[config.mk]
export PLATFORM = sky130hd
export DESIGN_NAME = mul_seq_arb_flat
export DESIGN_NICKNAME = d
export VERILOG_FILES = /design/src/rtl/mul_seq_arb_if.sv /design/src/rtl/mul_seq_arb.sv /design/src/flat_wrapper.sv
export SDC_FILE = /design/constraint.sdc
export NUM_CORES = 1
export LEC_CHECK = 0
export BUFFER_PORTS_ARGS = -buffer_cell sky130_fd_sc_hd__buf_2
export CORE_MARGIN = 8
export CORE_UTILIZATION = 40
export CTS_CLUSTER_DIAMETER = 120
export CTS_CLUSTER_SIZE = 16
export DETAILED_ROUTE_END_ITERATION = 7
export PLACE_DENSITY_LB_ADDON = 0.1
export SYNTH_ARGS = -nofsm -noshare
export SYNTH_HDL_FRONTEND = slang
export SYNTH_SLANG_ARGS = --single-unit
export TNS_END_PERCENT = 5
[constraint.sdc]
create_clock -name clk -period 3.2 [get_ports clk]
set_clock_uncertainty 0.2 [all_clocks]
set_input_delay 0.16 -clock clk [delete_from_list [all_inputs] [get_ports clk]]
set_output_delay 0.16 -clock clk [all_outputs]
set_load 0.01 [all_outputs]
[src/rtl/mul_seq_arb_if.sv]
// mul_seq_arb_if
//   Bundles the two requester ports, the shared-multiplier operand/product
//   lines and the response port of mul_seq_arb.
//   slave  : the sequencer side (drives readys, multiplier operands, response)
//   master : the environment side (requesters, multiplier, response consumer)
interface mul_seq_arb_if;
  logic        req0_valid;
  logic        req0_ready;
  logic [7:0]  req0_a;
  logic [7:0]  req0_b;
  logic        req1_valid;
  logic        req1_ready;
  logic [7:0]  req1_a;
  logic [7:0]  req1_b;
  logic [7:0]  mul_x;
  logic [3:0]  mul_y;
  logic [11:0] mul_z;
  logic        rsp_valid;
  logic        rsp_ready;
  logic        rsp_id;
  logic [15:0] rsp_p;

  modport slave (
    input  req0_valid, req0_a, req0_b,
    input  req1_valid, req1_a, req1_b,
    input  mul_z, rsp_ready,
    output req0_ready, req1_ready,
    output mul_x, mul_y,
    output rsp_valid, rsp_id, rsp_p
  );

  modport master (
    output req0_valid, req0_a, req0_b,
    output req1_valid, req1_a, req1_b,
    output mul_z, rsp_ready,
    input  req0_ready, req1_ready,
    input  mul_x, mul_y,
    input  rsp_valid, rsp_id, rsp_p
  );
endinterface

[src/rtl/mul_seq_arb.sv]
// mul_seq_arb
//   Two-requester sequencer producing signed 8x8 products by making two
//   passes (low nibble, then high nibble of b) through a shared combinational
//   signed 8x4 multiplier.
// Ports
//   clk    : rising-edge clock
//   rst_n  : synchronous active-low reset
//   bus    : mul_seq_arb_if.slave
//            req0_* / req1_*   valid/ready request ports with operands a, b
//            mul_x / mul_y     operands to the shared multiplier
//            mul_z             signed 12-bit product back from the multiplier
//            rsp_*             registered response with requester id
// Parameter
//   PRIO_MODE : 0 round-robin, 1 fixed priority (req0 wins)
module mul_seq_arb #(
  parameter bit PRIO_MODE = 1'b0
) (
  input logic         clk,
  input logic         rst_n,
  mul_seq_arb_if.slave bus
);

  typedef enum logic [1:0] {IDLE, LO, HI, DONE} state_t;

  state_t             r_state;
  logic               r_ptr;
  logic signed [7:0]  r_a;
  logic signed [7:0]  r_b;
  logic               r_id;
  logic signed [15:0] r_acc;
  logic signed [15:0] r_rsp_p;
  logic               r_rsp_valid;
  logic               r_rsp_id;
  logic [7:0]         r_mul_x;
  logic [3:0]         r_mul_y;

  logic               w_gnt;
  logic               w_accept;
  logic [7:0]         w_sel_a;
  logic [7:0]         w_sel_b;

  // Low pass: the multiplier treats b[3:0] as signed, so when b[3] is set
  // the product is short by a*16; add it back to get a * unsigned(b[3:0]).
  function automatic logic signed [15:0] f_lo_acc(
    input logic signed [11:0] z,
    input logic signed [7:0]  a,
    input logic               b3
  );
    logic signed [15:0] corr;
    corr = b3 ? ({{8{a[7]}}, a} << 4) : 16'sd0;
    return {{4{z[11]}}, z} + corr;
  endfunction

  // High pass: b[7:4] is the true signed upper nibble, so its partial
  // product is added at weight 16 with no further correction.
  function automatic logic signed [15:0] f_hi_sum(
    input logic signed [15:0] acc,
    input logic signed [11:0] z
  );
    return acc + ({{4{z[11]}}, z} << 4);
  endfunction

  // Grant: a lone valid always wins; on contention the pointer (round-robin)
  // or req0 (fixed priority) decides.
  always_comb begin
    w_gnt = 1'b0;
    if (PRIO_MODE)
      w_gnt = !bus.req0_valid;
    else if (bus.req0_valid && bus.req1_valid)
      w_gnt = r_ptr;
    else
      w_gnt = bus.req1_valid;
  end

  assign w_accept = rst_n && (r_state == IDLE) && (bus.req0_valid || bus.req1_valid);
  assign w_sel_a  = w_gnt ? bus.req1_a : bus.req0_a;
  assign w_sel_b  = w_gnt ? bus.req1_b : bus.req0_b;

  assign bus.req0_ready = w_accept && !w_gnt;
  assign bus.req1_ready = w_accept &&  w_gnt;
  assign bus.mul_x      = r_mul_x;
  assign bus.mul_y      = r_mul_y;
  assign bus.rsp_valid  = r_rsp_valid;
  assign bus.rsp_id     = r_rsp_id;
  assign bus.rsp_p      = r_rsp_p;

  // Operands for the multiplier are registered on the transition into the
  // state that uses them, so mul_x/mul_y are glitch-free and 0 outside LO/HI.
  always_ff @(posedge clk) begin
    if (!rst_n) begin
      r_state     <= IDLE;
      r_ptr       <= 1'b0;
      r_a         <= '0;
      r_b         <= '0;
      r_id        <= 1'b0;
      r_acc       <= '0;
      r_rsp_p     <= '0;
      r_rsp_valid <= 1'b0;
      r_rsp_id    <= 1'b0;
      r_mul_x     <= '0;
      r_mul_y     <= '0;
    end else begin
      case (r_state)
        IDLE: begin
          if (w_accept) begin
            r_a     <= w_sel_a;
            r_b     <= w_sel_b;
            r_id    <= w_gnt;
            r_mul_x <= w_sel_a;
            r_mul_y <= w_sel_b[3:0];
            if (!PRIO_MODE)
              r_ptr <= !w_gnt;
            r_state <= LO;
          end
        end
        LO: begin
          r_acc   <= f_lo_acc(bus.mul_z, r_a, r_b[3]);
          r_mul_y <= r_b[7:4];
          r_state <= HI;
        end
        HI: begin
          r_rsp_p     <= f_hi_sum(r_acc, bus.mul_z);
          r_rsp_id    <= r_id;
          r_rsp_valid <= 1'b1;
          r_mul_x     <= '0;
          r_mul_y     <= '0;
          r_state     <= DONE;
        end
        DONE: begin
          if (bus.rsp_ready) begin
            r_rsp_valid <= 1'b0;
            r_state     <= IDLE;
          end
        end
        default: r_state <= IDLE;
      endcase
    end
  end

endmodule

[src/flat_wrapper.sv]
// flat-port wrapper written by rule: the top's interface ports become plain ports
module mul_seq_arb_flat 
#(
  parameter bit PRIO_MODE = 1'b0
)
  (clk, rst_n, bus_req0_valid, bus_req0_a, bus_req0_b, bus_req1_valid, bus_req1_a, bus_req1_b, bus_mul_z, bus_rsp_ready, bus_req0_ready, bus_req1_ready, bus_mul_x, bus_mul_y, bus_rsp_valid, bus_rsp_id, bus_rsp_p);
  mul_seq_arb_if bus_i ();
  input logic clk;
  input logic rst_n;
  input wire logic [$bits(bus_i.req0_valid)-1:0] bus_req0_valid;
  input wire logic [$bits(bus_i.req0_a)-1:0] bus_req0_a;
  input wire logic [$bits(bus_i.req0_b)-1:0] bus_req0_b;
  input wire logic [$bits(bus_i.req1_valid)-1:0] bus_req1_valid;
  input wire logic [$bits(bus_i.req1_a)-1:0] bus_req1_a;
  input wire logic [$bits(bus_i.req1_b)-1:0] bus_req1_b;
  input wire logic [$bits(bus_i.mul_z)-1:0] bus_mul_z;
  input wire logic [$bits(bus_i.rsp_ready)-1:0] bus_rsp_ready;
  output wire logic [$bits(bus_i.req0_ready)-1:0] bus_req0_ready;
  output wire logic [$bits(bus_i.req1_ready)-1:0] bus_req1_ready;
  output wire logic [$bits(bus_i.mul_x)-1:0] bus_mul_x;
  output wire logic [$bits(bus_i.mul_y)-1:0] bus_mul_y;
  output wire logic [$bits(bus_i.rsp_valid)-1:0] bus_rsp_valid;
  output wire logic [$bits(bus_i.rsp_id)-1:0] bus_rsp_id;
  output wire logic [$bits(bus_i.rsp_p)-1:0] bus_rsp_p;
  assign bus_i.req0_valid = bus_req0_valid;
  assign bus_i.req0_a = bus_req0_a;
  assign bus_i.req0_b = bus_req0_b;
  assign bus_i.req1_valid = bus_req1_valid;
  assign bus_i.req1_a = bus_req1_a;
  assign bus_i.req1_b = bus_req1_b;
  assign bus_i.mul_z = bus_mul_z;
  assign bus_i.rsp_ready = bus_rsp_ready;
  assign bus_req0_ready = bus_i.req0_ready;
  assign bus_req1_ready = bus_i.req1_ready;
  assign bus_mul_x = bus_i.mul_x;
  assign bus_mul_y = bus_i.mul_y;
  assign bus_rsp_valid = bus_i.rsp_valid;
  assign bus_rsp_id = bus_i.rsp_id;
  assign bus_rsp_p = bus_i.rsp_p;
  mul_seq_arb #(.PRIO_MODE(PRIO_MODE)) u_core (.clk(clk), .rst_n(rst_n), .bus(bus_i));
endmodule
Word-level counts from Yosys, hierarchy flattened
Cells that the tools add are included.
{"block": "word_totals", "register_bits": 66, "latchBits": 0, "mem_bits_rw": 0, "romBits": 0, "inputBits": 49, "output_inout_bits": 32, "wordCells": 47, "memories": 0}
{"block": "classes", "add_sub_neg": 2, "mul": 0, "div": 0, "order_cmp": 0, "n_eq_ne": 5, "shifts": 0, "muxes": 13, "bitwise_logic": 0, "n_reduce_logical": 16}
{"op": "$add A16 B16 Y16", "n": 2}
{"op": "$mux W8", "n": 3}
{"op": "$mux W16", "n": 1}
{"op": "$pmux W8 S2", "n": 1}
{"op": "$pmux W4 S3", "n": 1}
{"op": "$reduce_and A2 Y1", "n": 5}
{"op": "$pmux W2 S4", "n": 1}
{"op": "$logic_and A1 B1 Y1", "n": 5}
{"op": "$eq A2 B2 Y1 const B", "n": 2}
{"op": "$mux W2", "n": 2}
{"op": "$mux W4", "n": 1}
{"op": "$reduce_bool A2 Y1", "n": 2}
{"op": "$reduce_bool A3 Y1", "n": 1}
{"op": "$eq A2 B1 Y1 const B", "n": 1}
{"op": "$logic_not A2 Y1", "n": 1}
{"op": "$mux W1", "n": 2}
{"op": "$ne A2 B1 Y1 const B", "n": 1}
{"op": "$ne A2 B2 Y1 const B", "n": 1}
{"op": "$pmux W1 S2", "n": 1}
{"op": "$logic_not A1 Y1", "n": 1}
{"op": "$logic_or A1 B1 Y1", "n": 1}

Logic depth before layout (Yosys ltp)
{"block": "depth", "word_depth": 5, "mapped_depth": 8, "depth_no_buf": 7}

Worst setup path before layout
OpenSTA, ideal clock, no wires.
{"block": "synth_timing", "path_kind": "register -> register", "from": "register u_core.r_b[3]", "to": "register u_core.r_acc[10]", "setup_ns": 0.132, "arrival_ns": 2.012, "t_required_ns": 2.868, "slack_ns": 0.856, "path_stages_with_launch": 8, "n_path_buf": 0, "period_less_slack_ns": 2.344, "path_cell_list": "dfxtp_1 -> and2_1 -> ha_1 -> fa_1 -> a21o_1 -> a21oi_1 -> nor3_1 -> or3b_2"}
{"block": "synth_via", "elab_chain_cells": 2}
{"item": "start, declared", "line_no": "mul_seq_arb.sv:28", "text": "logic signed [7:0] r_b;"}
{"item": "start signal, assigned", "line_no": "mul_seq_arb.sv:107", "text": "r_b <= w_sel_b;"}
{"item": "$mux W16", "line_no": "mul_seq_arb.sv:50", "text": "corr = b3 ? ({{8{a[7]}}, a} << 4) : 16'sd0;"}
{"item": "$add A16 B16 Y16", "line_no": "mul_seq_arb.sv:51", "text": "return {{4{z[11]}}, z} + corr;"}
{"item": "end signal, assigned", "line_no": "mul_seq_arb.sv:117", "text": "r_acc <= f_lo_acc(bus.mul_z, r_a, r_b[3]);"}
{"item": "end, declared", "line_no": "mul_seq_arb.sv:30", "text": "logic signed [15:0] r_acc;"}
Every way passes these cells.
A chain may end at the register's enable or synchronous reset.

Final worst setup path
{"block": "layout_timing", "from": "input rst_n", "to": "register u_core.r_b[7]"}
{"block": "layout_via", "elab_chain_cells": 3}
{"item": "start, declared", "line_no": "flat_wrapper.sv:9", "text": "input logic rst_n;"}
{"item": "$logic_and A1 B1 Y1 (2 in series)", "line_no": "mul_seq_arb.sv:75", "text": "assign w_accept = rst_n && (r_state == IDLE) && (bus.req0_valid || bus.req1_valid);"}
{"item": "$reduce_and A2 Y1 (no source line)"}
Parallel ways exist; a longest one is shown, timed or not.

==> impl_metrics.toml <==
[run_status]
status = "completed"

[global_routing]
antenna_found_initial = 0
globalRoute.totalOverflow = 0
busiest_layer = "met2"
grt_use_met1_pct = 21.5
grt_pass1_vias = 3507
track_usage_pct = 17.3
grt_pass1_wl_mm = 16.8
grt_max_degree = 26
grt_util_met3_pct = 5.64
met2_usage_pct = 27.2

[routing]
via_per_inst = 5.37
drt_first_pass_iters = 4
drtAntennaViolNets = 0
num_vias = 3411
routed_wl_mm = 9.91
wl_per_cell_um = 15.6
drc = 0
drtIter0Drc = 119

[sta]
whs_ns = 0.0230
finalHoldViolCount = 0
relSlewSlack_pct = 55.0
fin_crit_sh_pct = 78.7
setup_violations = 0
max_freq_mhz = 397
tightest_slew_ns = 0.674
slew_violations = 0
grt_setup_unrepaired = "false"
fin_tns_setup_ns = 0
period_minus_slack_ns = 2.52

[yosys]
syn_avg_cell_area_um2 = 8.71
yosysSeqAreaShare_pct = 35.7
synth-edff-count = 0
ys.flop_type = "dfxtp_1"
yosysUniqueCellTypes = 55
syn-num-nets = 480
synth_warnings = 0
netlist_instances = 406
ys_ff_latch = 63
ys_async_sr_fraction_pct = 0
syn_area_um2 = 3540

[worst_setup_path]
startpoint_type = "input pin"
reg2reg_from = "u_core.r_b[3]"
reg2reg_depth = 7
r2r_setup_slack_ns = 0.70
crit_type = "in2reg"
endpoint_kind = "flop"
arrival_ns = 2.61
path_max_fanout = 25
reg2reg_to = "u_core.r_acc[10]"
worstPathRequired_ns = 3.29

[power]
powerDensity_nw_per_um2 = 755
totalPowerFinal_uw = 3520
ir_worst_vdd_uv = 312
p_leak_uw = 0.00212

[hold_path]
whs_path_depth = 4
hp-class = "in2reg"
hold_start = "bus_mul_z[4]"
min_to = "u_core.r_acc[4]"

[cells_and_area]
final_nets = 596
final_common_cell = "buf_2"
area_growth_pct = 31.7
insertedDiodeCount = 0
instances_no_fill = 635
final_layout_size_suffix_gt1_share_pct = 20.9
final_cell_mix = "80 x buf_2, 63 x dfxtp_1, 41 x dlygate4sd3_1, 33 x nand2_1, 33 x nor2_1"
fin_util_pct = 53.9

[placed_design]
dpl.hpwl_mm = 7.21
dpl.cell_count = 578
globalplace.congestion = 0.855
numPortBuffers = 80

[floorplan]
core-area_um2 = 8640
rows = 34
fp.dieH_um = 110
design.die.area_um2 = 12100
start_util_pct = 40.9
die_w_um = 110
ios = 81

[clocking]
cts-root-buf = "clkbuf_8"
cts.sinks = 63
cts_made_buffers = 9
clockBufferDepth = 2
clk_pin_slew_ns = 0.08
insertion_delay_ns = 0.35
cts_tree = "yes"
htreeDepth = 3
cts_setup_buffers = 0

[job]
cap_viol_max_count = 0
critical path, stage by stage:
cell and delay [ns]:
dlygate4sd3_1 0.53, buf_2 0.28, buf_4 0.33, o211ai_1 0.16
a21oi_1 0.14, buf_4 0.21, a222oi_1 0.11, dlygate4sd3_1 0.59
nor2_1 0.09
stage by stage:
step | area, um^2 | setup WS [ns]
floorplan | 3540 | 0.856
global placement | 4020 | 0.743
detailed placement | 4020 | 0.691
CTS | 4660 | 0.686
global route | 4660 | 0.502
finish | 4660 | 0.681
worst max path at each step:
stage	startpoint	endpoint	slack [ns]	depth (start not counted)
after global routing	u_core.r_b[3]	u_core.r_acc[10]	0.50	7
after CTS	u_core.r_b[3]	u_core.r_acc[10]	0.69	7
after floorplan	u_core.r_b[3]	u_core.r_acc[10]	0.86	7
after global placement	u_core.r_b[3]	u_core.r_acc[10]	0.74	7
after detailed placement	u_core.r_b[3]	u_core.r_acc[10]	0.69	7
final	rst_n	u_core.r_b[7]	0.68	9
metal layers:
layer,routed length [um],share of wire [%]
met5,0,0
met3,643,6.5
met4,166,1.7
met2,4390,44
met1,4710,48
flip-flops by register name (all words and copies together), names as in the netlist:
name                  flops
u_core.bus.mul_x          8
u_core.bus.mul_y          4
u_core.bus.rsp_id         1
u_core.bus.rsp_p         16
u_core.bus.rsp_valid      1
u_core.r_a                8
u_core.r_acc             16
u_core.r_b                5
u_core.r_id               1
u_core.r_ptr              1
u_core.r_state            2
synthesized netlist by cell type, types with 9 or more instances:
cell type  count  area share, %
dfxtp_1       63             36
clkbuf_1      11            1.2
nor2_1        33            3.5
mux2i_1       21            5.9
and2_1        12            2.1
nand3_1       19            2.7
o2bb2ai_1      9            2.2
o211ai_1      10            2.1
nor3_1        11            1.6
o21ai_0       13            1.8
ha_1          23            8.1
nand2_1       33            3.5
a21oi_1       20            2.8
inv_1          9           0.96
a211oi_1       9            1.9
power breakdown:
group          switching [uW]  internal [uW]
Combinational             865            672
Clock                     346            463
Sequential                138           1030
Total                    1350           2170
what timing repair did:
action	4_1_cts	5_1_grt
hold endpoints to repair	31	0
resized for setup	0	0
setup endpoints to repair	0	0
hold buffers	41	0
cells by family (layout without fill, tap and decap cells):
family	Yosys count	after routing	synth area share (%)
mux	21	21	5.94
simple gates	138	138	19.2
xor+xnor	5	5	1.24
buf+inv	33	154	4.00
flops	63	63	35.7
compound gates	121	121	24.7
fa+ha+maj	25	25	9.27
final cells by class:
type | count | area [um^2]
inverter | 11 | 41.3
clock buffer | 10 | 138
tap | 108 | 135
timing repair buffer | 127 | 856
sequential | 63 | 1260
multi-input combinational | 310 | 2130
fill | 834 | 3980
clock inverter | 6 | 92.6
Note: power is estimated with default switching activity, not from simulation.
